$ cat src/rtl/fc_burst_reader.sv
// fc_burst_reader: multi-channel burst read engine for the FC datapath.
// On start, fetches word_cnt[c] words for each channel c from base_addr[c]
// as bursts of up to MAX_LEN beats. Channels are serviced round-robin, and
// returned beats are steered to one-hot per-channel strobes.
//
// State table:
//   IDLE | waiting for start; bases and counts latched on an accepted start
//   ARB  | pick the next channel with remaining words, register burst fields
//   ADDR | arvalid high; burst fields held until arready
//   DATA | rready high; forward matching beats until the burst closes
//   DONE | one-cycle done pulse
//
// Ports:
//   clk, rst_n            clock, asynchronous active-low reset
//   start                 one-cycle job start (sampled in IDLE only)
//   base_addr, word_cnt   packed per-channel bases / word counts
//   busy, done, err       job status; err is sticky until the next start
//   araddr, arlen, arvalid, aruser_id, aruser_ap, arready   read-address channel
//   rvalid, rlast, rid, rdata, rready                        read-data channel
//   out_data, out_valid, out_last                           per-channel beat output
module fc_burst_reader #(
  parameter int WIDTH   = 32,
  parameter int ADDR_W  = 28,
  parameter int NUM_CH  = 3,
  parameter int CNT_W   = 16,
  parameter int MAX_LEN = 16,
  parameter int ID_W    = 4
) (
  input  logic                     clk,
  input  logic                     rst_n,
  input  logic                     start,
  input  logic [NUM_CH*ADDR_W-1:0] base_addr,
  input  logic [NUM_CH*CNT_W-1:0]  word_cnt,
  output logic                     busy,
  output logic                     done,
  output logic                     err,
  output logic [ADDR_W-1:0]        araddr,
  output logic [3:0]               arlen,
  output logic                     arvalid,
  output logic [ID_W-1:0]          aruser_id,
  output logic                     aruser_ap,
  input  logic                     arready,
  input  logic                     rvalid,
  input  logic                     rlast,
  input  logic [ID_W-1:0]          rid,
  input  logic [WIDTH-1:0]         rdata,
  output logic                     rready,
  output logic [WIDTH-1:0]         out_data,
  output logic [NUM_CH-1:0]        out_valid,
  output logic [NUM_CH-1:0]        out_last
);

  localparam int CH_W  = (NUM_CH > 1) ? $clog2(NUM_CH) : 1;
  localparam int LEN_W = 5;
  localparam logic [ADDR_W-1:0] BEAT_BYTES = ADDR_W'(WIDTH / 8);

  localparam logic [2:0] S_IDLE = 3'd0;
  localparam logic [2:0] S_ARB  = 3'd1;
  localparam logic [2:0] S_ADDR = 3'd2;
  localparam logic [2:0] S_DATA = 3'd3;
  localparam logic [2:0] S_DONE = 3'd4;

  logic [2:0]        state;
  logic [ADDR_W-1:0] addr_q [NUM_CH];
  logic [CNT_W-1:0]  rem_q  [NUM_CH];
  logic [CH_W-1:0]   rr_ptr;
  logic [CH_W-1:0]   cur_ch;
  logic [LEN_W-1:0]  len_q;
  logic [LEN_W-1:0]  got_q;

  logic              sel_found;
  logic [CH_W-1:0]   sel_ch;
  logic [CNT_W-1:0]  sel_rem;
  logic [LEN_W-1:0]  sel_len;
  int                srch_idx;

  logic              beat_ok;
  logic              beat_bad;
  logic [LEN_W-1:0]  got_inc;
  logic              len_hit;
  logic [CH_W-1:0]   next_ptr;
  logic [NUM_CH-1:0] cur_onehot;

  assign arvalid = (state == S_ADDR);
  assign rready  = (state == S_DATA);
  assign done    = (state == S_DONE);
  assign busy    = (state == S_ARB) || (state == S_ADDR) || (state == S_DATA);

  // Round-robin search starting at rr_ptr, wrapping at NUM_CH.
  always_comb begin
    sel_found = 1'b0;
    sel_ch    = '0;
    srch_idx  = 0;
    for (int i = 0; i < NUM_CH; i++) begin
      srch_idx = int'(rr_ptr) + i;
      if (srch_idx >= NUM_CH) srch_idx = srch_idx - NUM_CH;
      if (!sel_found && rem_q[srch_idx] != '0) begin
        sel_found = 1'b1;
        sel_ch    = CH_W'(srch_idx);
      end
    end
  end

  always_comb begin
    sel_rem = rem_q[sel_ch];
    if (sel_rem >= CNT_W'(MAX_LEN)) sel_len = LEN_W'(MAX_LEN);
    else                            sel_len = LEN_W'(sel_rem);
  end

  assign beat_ok    = (state == S_DATA) && rvalid && (rid == ID_W'(cur_ch));
  assign beat_bad   = (state == S_DATA) && rvalid && (rid != ID_W'(cur_ch));
  assign got_inc    = got_q + LEN_W'(1);
  assign len_hit    = (got_inc == len_q);
  assign next_ptr   = (cur_ch == CH_W'(NUM_CH - 1)) ? '0 : cur_ch + CH_W'(1);
  assign cur_onehot = NUM_CH'(1) << cur_ch;

  always_ff @(posedge clk or negedge rst_n) begin
    if (!rst_n) begin
      state     <= S_IDLE;
      for (int c = 0; c < NUM_CH; c++) begin
        addr_q[c] <= '0;
        rem_q[c]  <= '0;
      end
      rr_ptr    <= '0;
      cur_ch    <= '0;
      len_q     <= '0;
      got_q     <= '0;
      err       <= 1'b0;
      araddr    <= '0;
      arlen     <= '0;
      aruser_id <= '0;
      aruser_ap <= 1'b0;
      out_data  <= '0;
      out_valid <= '0;
      out_last  <= '0;
    end else begin
      out_valid <= '0;
      out_last  <= '0;
      case (state)
        S_IDLE: begin
          if (start) begin
            for (int c = 0; c < NUM_CH; c++) begin
              addr_q[c] <= base_addr[c*ADDR_W +: ADDR_W];
              rem_q[c]  <= word_cnt[c*CNT_W +: CNT_W];
            end
            err    <= 1'b0;
            rr_ptr <= '0;
            state  <= S_ARB;
          end
        end
        S_ARB: begin
          if (!sel_found) begin
            state <= S_DONE;
          end else begin
            cur_ch    <= sel_ch;
            len_q     <= sel_len;
            got_q     <= '0;
            araddr    <= addr_q[sel_ch];
            arlen     <= 4'(sel_len - LEN_W'(1));
            aruser_id <= ID_W'(sel_ch);
            aruser_ap <= (sel_rem == CNT_W'(sel_len));
            state     <= S_ADDR;
          end
        end
        S_ADDR: begin
          if (arready) state <= S_DATA;
        end
        S_DATA: begin
          if (beat_bad) err <= 1'b1;
          if (beat_ok) begin
            out_data  <= rdata;
            out_valid <= cur_onehot;
            if (rem_q[cur_ch] == CNT_W'(1)) out_last <= cur_onehot;
            got_q          <= got_inc;
            rem_q[cur_ch]  <= rem_q[cur_ch] - CNT_W'(1);
            addr_q[cur_ch] <= addr_q[cur_ch] + BEAT_BYTES;
            // rlast must coincide with the final expected beat; a mismatch
            // either way is a framing error. Short bursts leave words in
            // rem_q so a later burst re-requests them.
            if (rlast != len_hit) err <= 1'b1;
            if (rlast || len_hit) begin
              rr_ptr <= next_ptr;
              state  <= S_ARB;
            end
          end
        end
        S_DONE: state <= S_IDLE;
        default: state <= S_IDLE;
      endcase
    end
  end

endmodule
$ cat config.mk
export PLATFORM = sky130hd
export DESIGN_NAME = fc_burst_reader
export DESIGN_NICKNAME = d
export VERILOG_FILES = /design/src/rtl/fc_burst_reader.sv
export SDC_FILE = /design/constraint.sdc
export NUM_CORES = 1
export LEC_CHECK = 0
export BUFFER_PORTS_ARGS = -buffer_cell sky130_fd_sc_hd__buf_2
export CAP_MARGIN = 20
export CORE_ASPECT_RATIO = 0.9
export CORE_MARGIN = 1.5
export CORE_UTILIZATION = 35
export CTS_BUF_LIST = sky130_fd_sc_hd__clkbuf_4
export DETAILED_ROUTE_END_ITERATION = 8
export GPL_ROUTABILITY_DRIVEN = 0
export GPL_TIMING_DRIVEN = 0
export SLEW_MARGIN = 10
export SYNTH_ARGS = -nofsm -noshare
export SYNTH_HDL_FRONTEND = slang
export SYNTH_SLANG_ARGS = --single-unit
$ cat constraint.sdc
create_clock -name clk -period 3.91 [get_ports clk]
set_input_delay 0.391 -clock clk [delete_from_list [all_inputs] [get_ports clk]]
set_output_delay 0.391 -clock clk [all_outputs]
set_load 0.01 [all_outputs]
Word-level counts from Yosys, hierarchy flattened
Cells that the tools add are included.
- register bits: 221
- input bits: 174
- output and inout port bits: 80
- logic and storage cells: 151
- add/sub/neg operators: 10
- $lt $le $gt $ge: 10
- eq/ne operators: 16
- shift-type cells: 1
- muxes and demuxes: 67
- bitwise logic cells: 5
- reductions and logical operators: 24
- operator list (operator ; count):
    2-to-1 mux 16 bit ; 11
    2-to-1 mux 84 bit ; 2
    case mux 84 bit (2 select lines) ; 1
    binary-select mux 16 bit (select 2 bit) ; 5
    2-to-1 mux 28 bit ; 5
    binary-select mux 28 bit (select 2 bit) ; 2
    >= comparator 32 x 3 -> 1 bit, second input constant ; 3
    2-to-1 mux 32 bit ; 3
    2-to-1 mux 48 bit ; 2
    NOT 32 bit ; 3
    case mux 48 bit (2 select lines) ; 1
    bitwise mux 84 bit ; 1
    demux 28 bit (select 2 bit) ; 1
    bitwise mux 48 bit ; 1
    nonzero test 16 bit ; 3
    demux 16 bit (select 2 bit) ; 1
    2-to-1 mux 3 bit ; 10
    adder 28 x 3 -> 28 bit, second input constant ; 1
    == test 16 x 1 -> 1 bit, second input constant ; 1
    == test 16 x 5 -> 1 bit ; 1
    >= comparator 16 x 5 -> 1 bit, second input constant ; 1
    subtractor 16 x 1 -> 16 bit, second input constant ; 1
    2-to-1 mux 5 bit ; 3
    2-to-1 mux 2 bit ; 7
    36 further kinds ; 63

Depth between registers and ports, before layout
Gate-level depths: netlist of run 1.
- depth after elaboration: 21
- gate-level depth with buffers: 15
- gate-level depth less buffers: 13

Worst setup path after synthesis of run 1
No wires, ideal clock.
- path kind: reg2reg
- from: reg rr_ptr[0]
- to: reg arlen[2]
- library setup time: 0.082 ns
- arrival time: 2.850 ns
- data required time: 3.828 ns
- setup slack: 0.978 ns
- stages on the path, launching flop included: 12
- buffers on the path: 0
- clock period less this slack: 2.932 ns
- cell sequence: dfrtp_1 -> ha_1 -> inv_1 -> nor3_1 -> o31ai_1 -> o21a_2 -> o21ai_1 -> nor2_1 -> nand2_1 -> ha_1 -> or4_1 -> a31oi_1
- longest elaborated chain between the ends: 21
- elaborated cells on any way between the ends: 44
- classes of those cells: add/sub (6); order compare (4); mux (22); bitwise (4); reduce/logical (8)
- RTL lines (element ; line ; source):
    start: declaration ; 66 ; logic [CH_W-1:0] rr_ptr;
    start signal: assignment ; 182 ; rr_ptr <= next_ptr;
    parallel branches: the longest is 21 deep, another holds subtractor 3 x 2 -> 4 bit ; - ;
    end signal: assignment ; 159 ; arlen <= 4'(sel_len - LEN_W'(1));
    end: declaration ; 38 ; output logic [3:0] arlen,
Several ways; the timed one is not identified. The select of a mux whose other input is x is not followed.
A chain may end at the register's enable or synchronous reset.

==> reports/summary.md, run 1 <==
STA puts the critical path data arrival time at 4.37 ns. The die extent in y was 181 µm. Detailed routing inserted a total of 13300 vias.

The average instance in the mapped netlist occupies 8.77 µm². The total clock buffers created by CTS was 68. For this block, the routed nets add up to 51.9 mm of wire. The classification of the worst setup path was flop to flop. For this run, design rule violations remaining after detail routing come to 0.

The register bit total from synthesis is 221, and the clock latency of the later-clocked register in the worst-skew pair is 0.74 ns. Clock-pin slew was measured on the worst setup and hold paths at 0.06 ns. Yosys mapped the design onto 72 distinct sky130hd cell types. TritonCTS built the clock tree.

The largest voltage drop on the vdd net came out at 0.000360 V. The starting utilization of the core area came out at 35.4%. The max-slew violation count came out at 0.

The first detailed-routing pass ran for 6 iterations. For the residual antenna-violating net count after detailed routing, the log shows 0. For the via count of the first global-routing pass, the log shows 13000. The class of the tightest hold or removal check is primary input to flop. The core region is 0.0349 mm².

Yosys mapped a number of flops with a built-in enable equal to 0. The logs give 3 for the number of buffers on the longest clock path and 268 MHz for the timing-limited maximum frequency. The kind of end point of the critical path was a flop. The warning count from the yosys run is 0. The most critical setup path has its endpoint at rem_q[14]. The post-synthesis mux area share works out to 5.85%. The number of DRC markers in iteration 0 was 1350.

In this run the post-CTS setup repair buffer count came out at 0. Post-synthesis to final-layout area growth: 32.0%. The run gives 0.0631 ns as the worst setup skew after layout. The worst-path maximum fanout came out at 10. The startpoint identified for the worst register-to-register timing path is aruser_id[0]. The post-place instance area was 0.0143 mm²; the wire length of the first global-routing pass was 77.1 mm. For the finished layout, the period the worst path requires is 3.73 ns.

For this design the static power due to leakage is 0.00743 µW. The final-report hold violation count is 0. During placement, the flow inserted port buffers numbering 251. The flow ran to the end, and the final reports show no timing, DRC or antenna violations. The count of mapped cells out of synthesis is 1408. The floorplan step defined a die boundary enclosing 0.0364 mm².

Number of endpoints failing setup at the final stage: 0. The floorplan step set the die width to 201 µm. After global routing the overflow that remains totals 0.

The synthesized netlist devotes 22.3% of its cell area to compound gates. Maximum number of pins on one net before global-route repair: 94. The fraction of synthesized cell area in xor and xnor cells came out at 3.05%. The adder-cell area share of the yosys netlist is 1.01%, and the number of max-capacitance violations reported is 0.

After synthesis the cells add up to 0.0123 mm². The proportion of layout cells with a drive suffix above 1 is 21.2%, and the length in cells of the worst reg-to-reg path is 13. For this run, the total global-route usage over all layers was measured as 27.9%.

The run gives 254 as the number of ports placed on the die boundary. The vias per cell came out at 5.65. The run gives 3 as the number of levels the H-tree was split into.

Of the total synthesized cell area, the portion taken by AND, OR, NAND and NOR gates is 18.2%. Power spread over the standard cell area amounts to 891 mW/mm². After layout, the worst path uses 95.3% of the clock period. After routing the design area is 0.0163 mm². The startpoint of the most critical setup path is aruser_id[0].

The endpoint required time on the critical path is 4.55 ns. After synthesis, the largest family of logic cells by area is compound AO/OA/AOI/OAI gates. After floorplanning, the core was divided into 65 placement rows.

Share of flip-flops with an asynchronous set or reset after synthesis: 100%. Summed over all nets, the half-perimeter wirelength after detailed placement is 36.3 mm. The tools report the final core area utilization as 46.7%. The initial antenna violation count is 1, and the net count reported at finish is 2041.

The prevailing post-synth register cell is dfrtp_1. After detailed routing, the average wire length per cell comes to 22.0 µm. STA classifies the critical path startpoint as a flop.

Clock tree synthesis found a total of 221 sinks. Setup repair after global routing left no endpoint under its margin. For flop-to-flop paths, the worst setup slack is 0.18 ns.

The tools report the endpoint of the worst register-to-register path as rem_q[14]. Measured against its own limit, the worst slew margin works out to 35.4%. CTS placed an instance of clkbuf_4 at the clock tree root. The sequential cell area fraction in the yosys report came out at 44.8%.

At the pin with the least slew margin, the transition time is 0.963 ns.
[worst max-delay path: stages (launching register included)]
cell and delay [ns]:
dfrtp_1 0.33, buf_2 0.24, buf_2 0.31, buf_2 0.34, buf_2 0.40, clkbuf_4 0.38, o22ai_1 0.16, inv_1 0.11
ha_1 0.14, clkbuf_1 0.33, nand4_1 0.16, xnor2_1 0.34, o21ai_0 0.18, a21oi_1 0.19
[metal layers]
metal  up-vias  GRT usage [%]  share of wire [%]
met4         0           14.6                4.8
met2       796           42.3                 44
met5         -              0                  0
li1       5946              -                  -
met1      6437           37.5                 41
met3       162           5.72                 10
[through the flow]
stage	setup WS [ns]	TNS [ns]	hold WS (ns)	total power [µW]	instances
2_1_floorplan	0.978	0	0.0954	9310	1409
4_1_cts	0.0511	0	0.000377	14300	2361
3_3_place_gp	-1.71	-372.05	0.454	11800	2129
6_report	0.185	0	0.0179	14500	2362
3_5_place_dp	-0.0426	-0.0568	0.374	12000	2131
5_1_grt	0.00357	0	0.0370	15400	2362
[worst min-delay path by stage]
stage | slack (ns) | cells after the start | to | startpoint
after floorplan | 0.1 | 0 | addr_q[0] | rst_n
after global placement | 0.45 | 1 | araddr[27] | araddr[27]
after detailed placement | 0.37 | 1 | addr_q[16] | rst_n
after CTS | 0.0004 | 3 | rem_q[7] | word_cnt[39]
after global routing | 0.04 | 3 | rem_q[3] | word_cnt[35]
final | 0.02 | 3 | addr_q[43] | base_addr[43]
[area by class of cell]
class,instances,area [µm²]
diodes,1,2.50
plain buffers,106,502
clock buffers,88,661
clock inverters,17,95.1
fillers,3383,18600
inverters,24,90.1
multi-input cells,1057,6250
flip-flops and latches,221,5530
well taps,469,587
repair buffers,379,2580
[timing repair]
action                                  in CTS  in global routing
pin swaps                                    0                  0
gates resized for setup                      0                  6
endpoints found under the hold margin      182                  0
hold buffers                               126                  0
endpoints found under the setup margin       6                 25
[synthesized netlist by cell type (all sizes together), types with 3 or more instances]
library cell  number  area, µm²
nand2b             4       25.0
nand3b             5       37.5
a211oi            31        238
o21ai             64        320
o22ai              4       25.0
xor2              13        114
xnor2             30        263
inv               24       90.1
mux2i             71        711
o2111ai            6       58.8
o21a               6       46.3
a2bb2oi           41        359
a22o               3       26.3
a21oi            137        689
or4                4       33.8
nor2             204        768
ha                10        125
clkbuf            73        274
a31oi              8       50.1
a21o              30        225
a221oi             6       52.6
or2                4       25.0
o221ai             6       58.8
and2               4       25.0
o211ai             5       42.5
nor3              21        110
a22oi             34        255
and3               5       31.3
o2bb2ai           19        166
nor4              15        113
nor2b              4       25.0
o31ai              6       45.0
dfrtp            221       5530
and4               3       26.3
nand2            198        743
nand3             22        115
buf               34        228
nand4             13       81.3
[state kept, by name (all words and copies together), names as in the netlist]
register and cells:
addr_q 84, rem_q 48, out_data 32, araddr 28, got_q 5, len_q 5
arlen 4, out_last 3, out_valid 3, state 3, aruser_id 2, rr_ptr 2
aruser_ap 1, err 1
[layout by cell type (no fill, tap or decap), drive strengths merged, types with 34 or more instances in the layout]
master,Yosys,final
buf,34,284
dfrtp,221,221
nor2,204,204
nand2,198,198
clkbuf,73,163
a21oi,137,137
dlygate4sd3,0,126
mux2i,71,71
o21ai,64,64
a2bb2oi,41,41
a22oi,34,34
[logic make-up after synthesis]
kind of cell	Yosys count
adders and majority gates	10
muxes	72
DFF	221
and+or+nand+nor	514
xor gates and xnor gates	43
AOI/OAI and AO/OA	416
buffers and inverters	131
other	1
[power by group]
group	switching, µW	leakage [µW]	internal (µW)
combinational	5190	0.00421	3040
sequential	789	0.00277	3290
clock	1100	0.000453	1100
Power figures use the tool's default switching activity.
==> run 2: changes to the inputs <==
--- a/config.mk
+++ b/config.mk
@@ -14,6 +14,7 @@
 export DETAILED_ROUTE_END_ITERATION = 8
 export GPL_ROUTABILITY_DRIVEN = 0
 export GPL_TIMING_DRIVEN = 0
+export REMOVE_ABC_BUFFERS = 1
 export SLEW_MARGIN = 10
 export SYNTH_ARGS = -nofsm -noshare
 export SYNTH_HDL_FRONTEND = slang
==> run 2 against run 1 <==
Critical path depth decreased by 2. Clock-buffer cell count decreased by 2. Power decreased by 1.7%. Highest routed layer is now met5. Sequential share of layout area decreased by 0.60 points. Hold slack improved by 0.032 ns. Critical path type unchanged. Global-route usage decreased by 4.1 points. Wire length decreased by 16%. Register-to-register slack improved by 0.097 ns. Critical endpoint is now arlen[2]. Sequential power increased by 1%. First-iteration DRC count decreased by 37%. Flip-flop and latch count unchanged.
==> reports/summary.md, run 2 (same netlist as run 1, synthesis figures left out) <==
The switching power summed over all nets is 6620 µW. The final layout contains 1985 nets. The logs give 0 for the final-report hold violation count and 254 for the number of ports placed on the die boundary. Headroom to the max-slew limit came out at 37.7%. After detailed routing, the average wire length per cell comes to 18.9 µm. The number of vias in the routed layout is 12400, and the starting utilization of the core area is 35.4%.

Maximum number of pins on one net before global-route repair: 101. The die is 181 µm tall. The clock-pin transition on the worst setup and hold timing paths is 0.07 ns.

The worst hold slack came out at 0.0501 ns. Dividing total power by cell area gives a power density of 859 mW/mm². Critical path data arrival time: 4.24 ns. The floorplan has 65 rows. The number of search-and-repair iterations in the first detailed-routing pass was 5. Timing would allow up to 276 MHz. The tools report the critical path launch point type as a flop.

The post-synthesis to final-layout area growth is 34.6%, and the half-perimeter wire length after placement is 29.1 mm. In the final layout, the registers with the most flip-flops are addr_q x84, rem_q x48, out_data x32. Sequential cells burn 28.9% of the power.

The post-detailed-route DRC marker count was 0. The tools report the area of the placeable core as 0.0349 mm². For the initial antenna violation count, the log shows 6.

The internal power contribution was 7660 µW. Measured along the x axis, the die boundary spans 201 µm. The logs give 0.0364 mm² for the overall die area and 846 for the number of DRC markers in iteration 0. The max-slew violation count came out at 0. Clock tree synthesis found a total of 221 sinks. The clock period could shrink to 3.63 ns. The worst-path maximum fanout was 7. Of the total power, the clock network draws 14.7%.

The worst setup path is of the flop to flop kind. TritonCTS built the clock tree. Setup violations remaining at the end of the flow were counted as 0. The clock passes through at most 3 buffers.

For this design the static power due to leakage is 0.00753 µW. Most flop-heavy register: addr_q. Via count of the first global-routing pass: 12200.

Clock tree synthesis selected as its root buffer the cell clkbuf_4. The logs give 67 for the total clock buffers created by CTS and 0.0166 mm² for the final design instance area without fill. The post-place instance area was 0.0144 mm²; the pin slew with the least headroom to its limit was 0.935 ns. Commonest non-fill, non-tap cell in the layout: buf_2. The library cells used most frequently in the layout, excluding fill and tap cells, are buf_2, dfrtp_1, nor2_1. After detailed placement, the design holds a cell count of 2054. The flow ran to the end, and the final reports show no timing, DRC or antenna violations.

Setup repair after global routing left no endpoint under its margin. After global routing the overflow that remains totals 0. Fill cells in the final layout number 3353. The worst-case IR drop observed on VDD is 0.000410 V.

For the residual antenna-violating net count after detailed routing, the log shows 0. In this run the tool buffered the top-level ports with 251 buffer cells. The run gives 0.0390 ns as the worst setup skew after layout.

The total wire length was 43.5 mm; the period utilization was 92.8%. The non-filler instance count after layout came out at 2304. The clock latency of the later-clocked register in the worst-skew pair was 0.69 ns; the vias per cell was 5.36. Summed over all failing endpoints, the final setup total negative slack is 0 ns. The switching power as a share of total power is 46.4%, and the area occupied by multi-input gates is 0.00636 mm². The kind of end point of the critical path was a flop. For the total global routing track utilization, the log shows 23.8%. The logs give 68.1 mm for the wire length of the first global-routing pass and 3 for the number of levels the H-tree was split into.

The endpoint required time on the critical path was 4.52 ns. The logic gate share of total power came out at 56.3%. The proportion of layout cells with a drive suffix above 1 is 23.3%, and the number of max-capacitance violations reported is 0. The class of the tightest hold or removal check was primary input to flop.

The flip-flop count of the largest register, all copies and words added is 84, and the area taken by flip-flops and latches is 0.00554 mm².
## run 2: cell count changes in the layout (fill, tap and decap cells not counted), sizes merged
cell | before | now
clkbuf | 163 | 86
dlygate4sd3 | 126 | 139
buf | 284 | 290
clkinv | 12 | 8
diode | 1 | 4
nor2b | 4 | 5
## run 2: what timing repair did
| action | in CTS | in global routing |
|---|---|---|
| hold buffers | 139 | 0 |
| setup buffers | 1 | 6 |
| pin swaps | 0 | 2 |
| cloned | 1 | 0 |
| endpoints found under the setup margin | 35 | 31 |
| hold endpoints to repair | 195 | 0 |
| resized for setup | 0 | 5 |
## run 2: worst paths after layout
kind                              startpoint           end  slack [ns]  cells past startpoint
min in group asynchronous              rst_n     rem_q[44]        0.18                      2
worst min register to register     araddr[7]     araddr[7]        0.47                      1
worst max-delay path               rem_q[37]      arlen[2]        0.28                     11
worst min-delay path            word_cnt[20]     rem_q[20]        0.05                      3
worst max register to register     rem_q[37]      arlen[2]        0.28                     11
max in group asynchronous              rst_n  out_data[24]        2.87                      3
## run 2: power groups by stage
stage / Sequential, µW / Clock [µW] / Combinational [µW]
floorplan: 4160 / 0 / 4930
global placement: 4290 / 0 / 6520
detailed placement: 4140 / 0 / 7780
CTS: 4120 / 2170 / 7950
global route: 4280 / 2300 / 8780
finish: 4130 / 2100 / 8040
## run 2: worst max-delay path, stage by stage, from the launching register on
cell,delay (ns)
dfrtp_1,0.40
nor4_1,0.40
nand3_1,0.35
nor3_2,0.38
or4b_1,0.35
o21a_2,0.29
o21ai_1,0.24
nor2_1,0.19
nand2_1,0.07
ha_1,0.21
or4_1,0.51
a31oi_1,0.16
## run 2: layout make-up
cell class	count	share of cell area (%)
Antenna cell	4	0.0603
Multi-Input combinational cell	1058	38.3
Sequential cell	221	33.3
Tap cell	469	3.53
Clock buffer	86	3.89
Clock inverter	13	0.482
Timing Repair Buffer	429	19.9
Inverter	24	0.542
## run 2: metal layers
metal / share of wire [%] / up-vias / GRT usage [%]
met5: 0.099 / - / 0
met3: 6.7 / 91 / 5.23
li1: - / 5806 / -
met1: 45 / 5998 / 31.6
met2: 46 / 459 / 38.1
met4: 2.5 / 6 / 8.27
## run 2: stage by stage
step | utilization (%) | worst slack (ns) | power, µW
finish | 47.6 | 0.282 | 14300
global placement | 39.2 | -11.69 | 10800
floorplan | - | -5.05 | 9090
detailed placement | 41.3 | -0.289 | 11900
global route | 47.6 | 0.0648 | 15300
CTS | 47.4 | 0.101 | 14200
==> run 3: changes to the inputs <==
--- a/config.mk
+++ b/config.mk
@@ -5,13 +5,13 @@
 export SDC_FILE = /design/constraint.sdc
 export NUM_CORES = 1
 export LEC_CHECK = 0
-export BUFFER_PORTS_ARGS = -buffer_cell sky130_fd_sc_hd__buf_2
-export CAP_MARGIN = 20
+export CAP_MARGIN = 10
 export CORE_ASPECT_RATIO = 0.9
 export CORE_MARGIN = 1.5
 export CORE_UTILIZATION = 35
 export CTS_BUF_LIST = sky130_fd_sc_hd__clkbuf_4
 export DETAILED_ROUTE_END_ITERATION = 8
+export DONT_BUFFER_PORTS = 1
 export GPL_ROUTABILITY_DRIVEN = 0
 export GPL_TIMING_DRIVEN = 0
 export REMOVE_ABC_BUFFERS = 1
==> run 3 against run 2 <==
The run now ends with negative hold slack left. Register-to-register slack worse by 0.11 ns. Final cell count fell by 9.1%. Sequential power is 7.5% higher. Die area unchanged. Wire length increased by 0.45%. First-iteration DRC count is 1.5% lower. Clock skew is essentially flat. Power is 0.80% higher. Utilization is 2.2 points lower. Worst setup slack got worse by 0.11 ns. Combinational power decreased by 6.7%. Largest power group unchanged. Highest routed layer is now met4.
==> reports/summary.md, run 3 (same netlist as run 1, synthesis figures left out) <==
The delay of the slowest cell on the worst path was 0.52 ns. STA classifies the critical path endpoint as a flop. The flow ran to the end, but the final reports show violations.

In this run the count of I/O pins placed on the die edge is 254. The proportion of layout cells with a drive suffix above 1 was 11.5%; the total wire length was 43.7 mm. The launch instance of the worst register-to-register path was rem_q[37]. At the pin with the least slew margin, the transition time is 1.01 ns.

The flip-flop count of the largest register, all copies and words added is 84, and the period utilization is 95.5%. For the final database, setup skew stands at 0.0386 ns. The family with the most delay on the worst path was simple AND/OR/NAND/NOR gates. Among all stages on the critical path, the largest delay is contributed by or4_1. The final global-route overflow total came out at 0. The library cells used most frequently in the layout, excluding fill and tap cells, are dfrtp_1, nor2_1, nand2_1. The die covers 0.0364 mm². Counting the buffers created by CTS gives 66.

TritonCTS built the clock tree. Setup repair after global routing left no endpoint under its margin. The number of buffers inserted by port buffering is 0.

Via count of the first global-routing pass: 11800. For the worst hold slack, the log shows -0.644 ns. The standby leakage power was 0.00668 µW; the power density relative to cell area was 909 mW/mm². The logs give 3 for the initial antenna violation count and 3 for the number of levels the H-tree was split into.

The worst-path maximum fanout works out to 12. The signal on the critical path passes through nor4_2, nand3_2, nor3_1, o32ai_1, o21ai_4, buf_16, a211oi_2, nor2_1, nand2_1, ha_1, or4_1, a31oi_1. For the area of the placeable core, the log shows 0.0349 mm².

Across the VDD grid, the largest voltage drop is 0.000411 V. The number of endpoints failing setup at the final stage was 0; the total global routing track utilization was 23.9%. For the worst-skew pair, the clock arrives at the later sink with an insertion delay of 0.73 ns. The clock passes through at most 3 buffers. At the end of the flow, the number of nets in the layout was 1761.

The tools report the detailed route wirelength on metal3 as 3.33 mm. The die extent in y is 181 µm, and the half-perimeter wire length after placement is 28.4 mm. The critical path in this run is classified as flop to flop. The number of buffers and inverters on the critical path is 1.

The tools report the critical path launch point type as a flop. The checks that failed: negative hold slack. Once detail routing completed, the nets flagged for antenna violations numbered 0. The tools report the clock tree root buffer cell as clkbuf_4. The number of max-capacitance violations reported was 0; the max-slew violation count was 0. Final design instance area without fill: 0.0158 mm².

The tools report the number of DRC markers in iteration 0 as 833. The logs give 32.7% for the tightest slew margin relative to the limit and 221 for the count of clock tree sinks. Commonest non-fill, non-tap cell in the layout: dfrtp_1. The final period demand of the worst path was 3.73 ns. The post-place instance area is 0.0131 mm². From left edge to right edge, the die measures 201 µm.

Measured in cells, the most critical reg-to-reg path has a length of 12. The first global-routing pass estimated 67.7 mm of wire. Derived from the worst setup path, the maximum achievable clock frequency is 268 MHz. Buffers inserted to repair hold after CTS numbered 171.

The run gives 20.6 mm as the met2 wirelength from detailed routing. After detailed routing, the wire length on met1 is 18.5 mm. The number of vias in the routed layout was 11700.

The endpoint identified for the worst register-to-register timing path is arlen[2]. The number of cell rows is 65, and the endpoint required time on the critical path is 4.56 ns. The tools report the register-to-register setup slack as 0.18 ns. Uppermost layer routed: met4. Entering global routing, the biggest net connects 222 pins. The largest registers in the layout are addr_q x84, rem_q x48, out_data x32. The final-report hold violation count came out at 221. The average wire per standard cell was 20.9 µm.

The post-synthesis to final-layout area growth was 28.2%. The tools report the number of search-and-repair iterations in the first detailed-routing pass as 5. The path class of the tightest hold or removal check is primary input to asynchronous set/reset pin. Vias per cell: 5.60. After clock tree synthesis, the clock-pin slew on the worst setup and hold paths is 0.07 ns. The most flop-heavy register is addr_q.

After detailed routing, the number of remaining DRC violations is 0. The initial utilization of the core area, before any placement, comes to 35.4%. STA puts the critical path data arrival time at 4.38 ns.
## run 3: changes by cell type in the layout (fill, tap and decap cells not counted), moves of 6 or more
| cell | change |
|---|---|
| buf_2 | -249 |
| buf_8 | -8 |
| clkbuf_4 | +8 |
| clkinv_1 | +6 |
| dlygate4sd3_1 | +32 |
## run 3: worst max path at each step
stage / start / end / slack, ns / cells past startpoint
after CTS: rem_q[37] / arlen[2] / 0.01 / 12
final: rem_q[37] / arlen[2] / 0.18 / 12
after detailed placement: aruser_id[0] / addr_q[27] / -0.27 / 9
after global placement: state[0] / addr_q[83] / -11.86 / 6
after floorplan: state[0] / addr_q[81] / -5.05 / 6
after global routing: state[0] / addr_q[25] / 0.002 / 10
## run 3: cell type report
class / count / area, µm²
fill: 3360 / 19100
tap: 469 / 587
clock buffer: 94 / 706
multi-input combinational: 1059 / 6410
clock inverter: 19 / 179
sequential: 221 / 5540
inverter: 24 / 93.8
timing repair buffer: 205 / 2310
antenna: 3 / 7.51
## run 3: layer usage
metal  vias up  global-route usage, %
met1      5719                   30.2
met5         -                      0
met4         0                   10.1
met2       514                   38.8
met3        99                   6.28
li1       5386                      -
## run 3: what timing repair did
action	in CTS	in global routing
resized for setup	10	5
setup buffers	0	4
gates cloned	2	0
pin swaps	1	1
endpoints found under the setup margin	61	53
endpoints found under the hold margin	392	221
## run 3: metrics by stage
step                utilization [%]  setup TNS [ns]  std cells  total power [µW]  setup WS, ns
floorplan                         -         -523.58       1302              9090         -5.05
global placement               35.6        -1470.22       1771             10400        -11.86
detailed placement             37.6           -5.56       1801             11600        -0.270
CTS                            45.2               0       2087             14300        0.0144
global route                   45.4               0       2094             15500       0.00191
finish                         45.4               0       2094             14400         0.176
## run 3: where the power goes
group          internal (µW)  total, µW  switching [µW]
Sequential              3300       4440            1150
Clock                   1360       2440            1080
Combinational           3050       7500            4450
Total                   7710      14400            6680
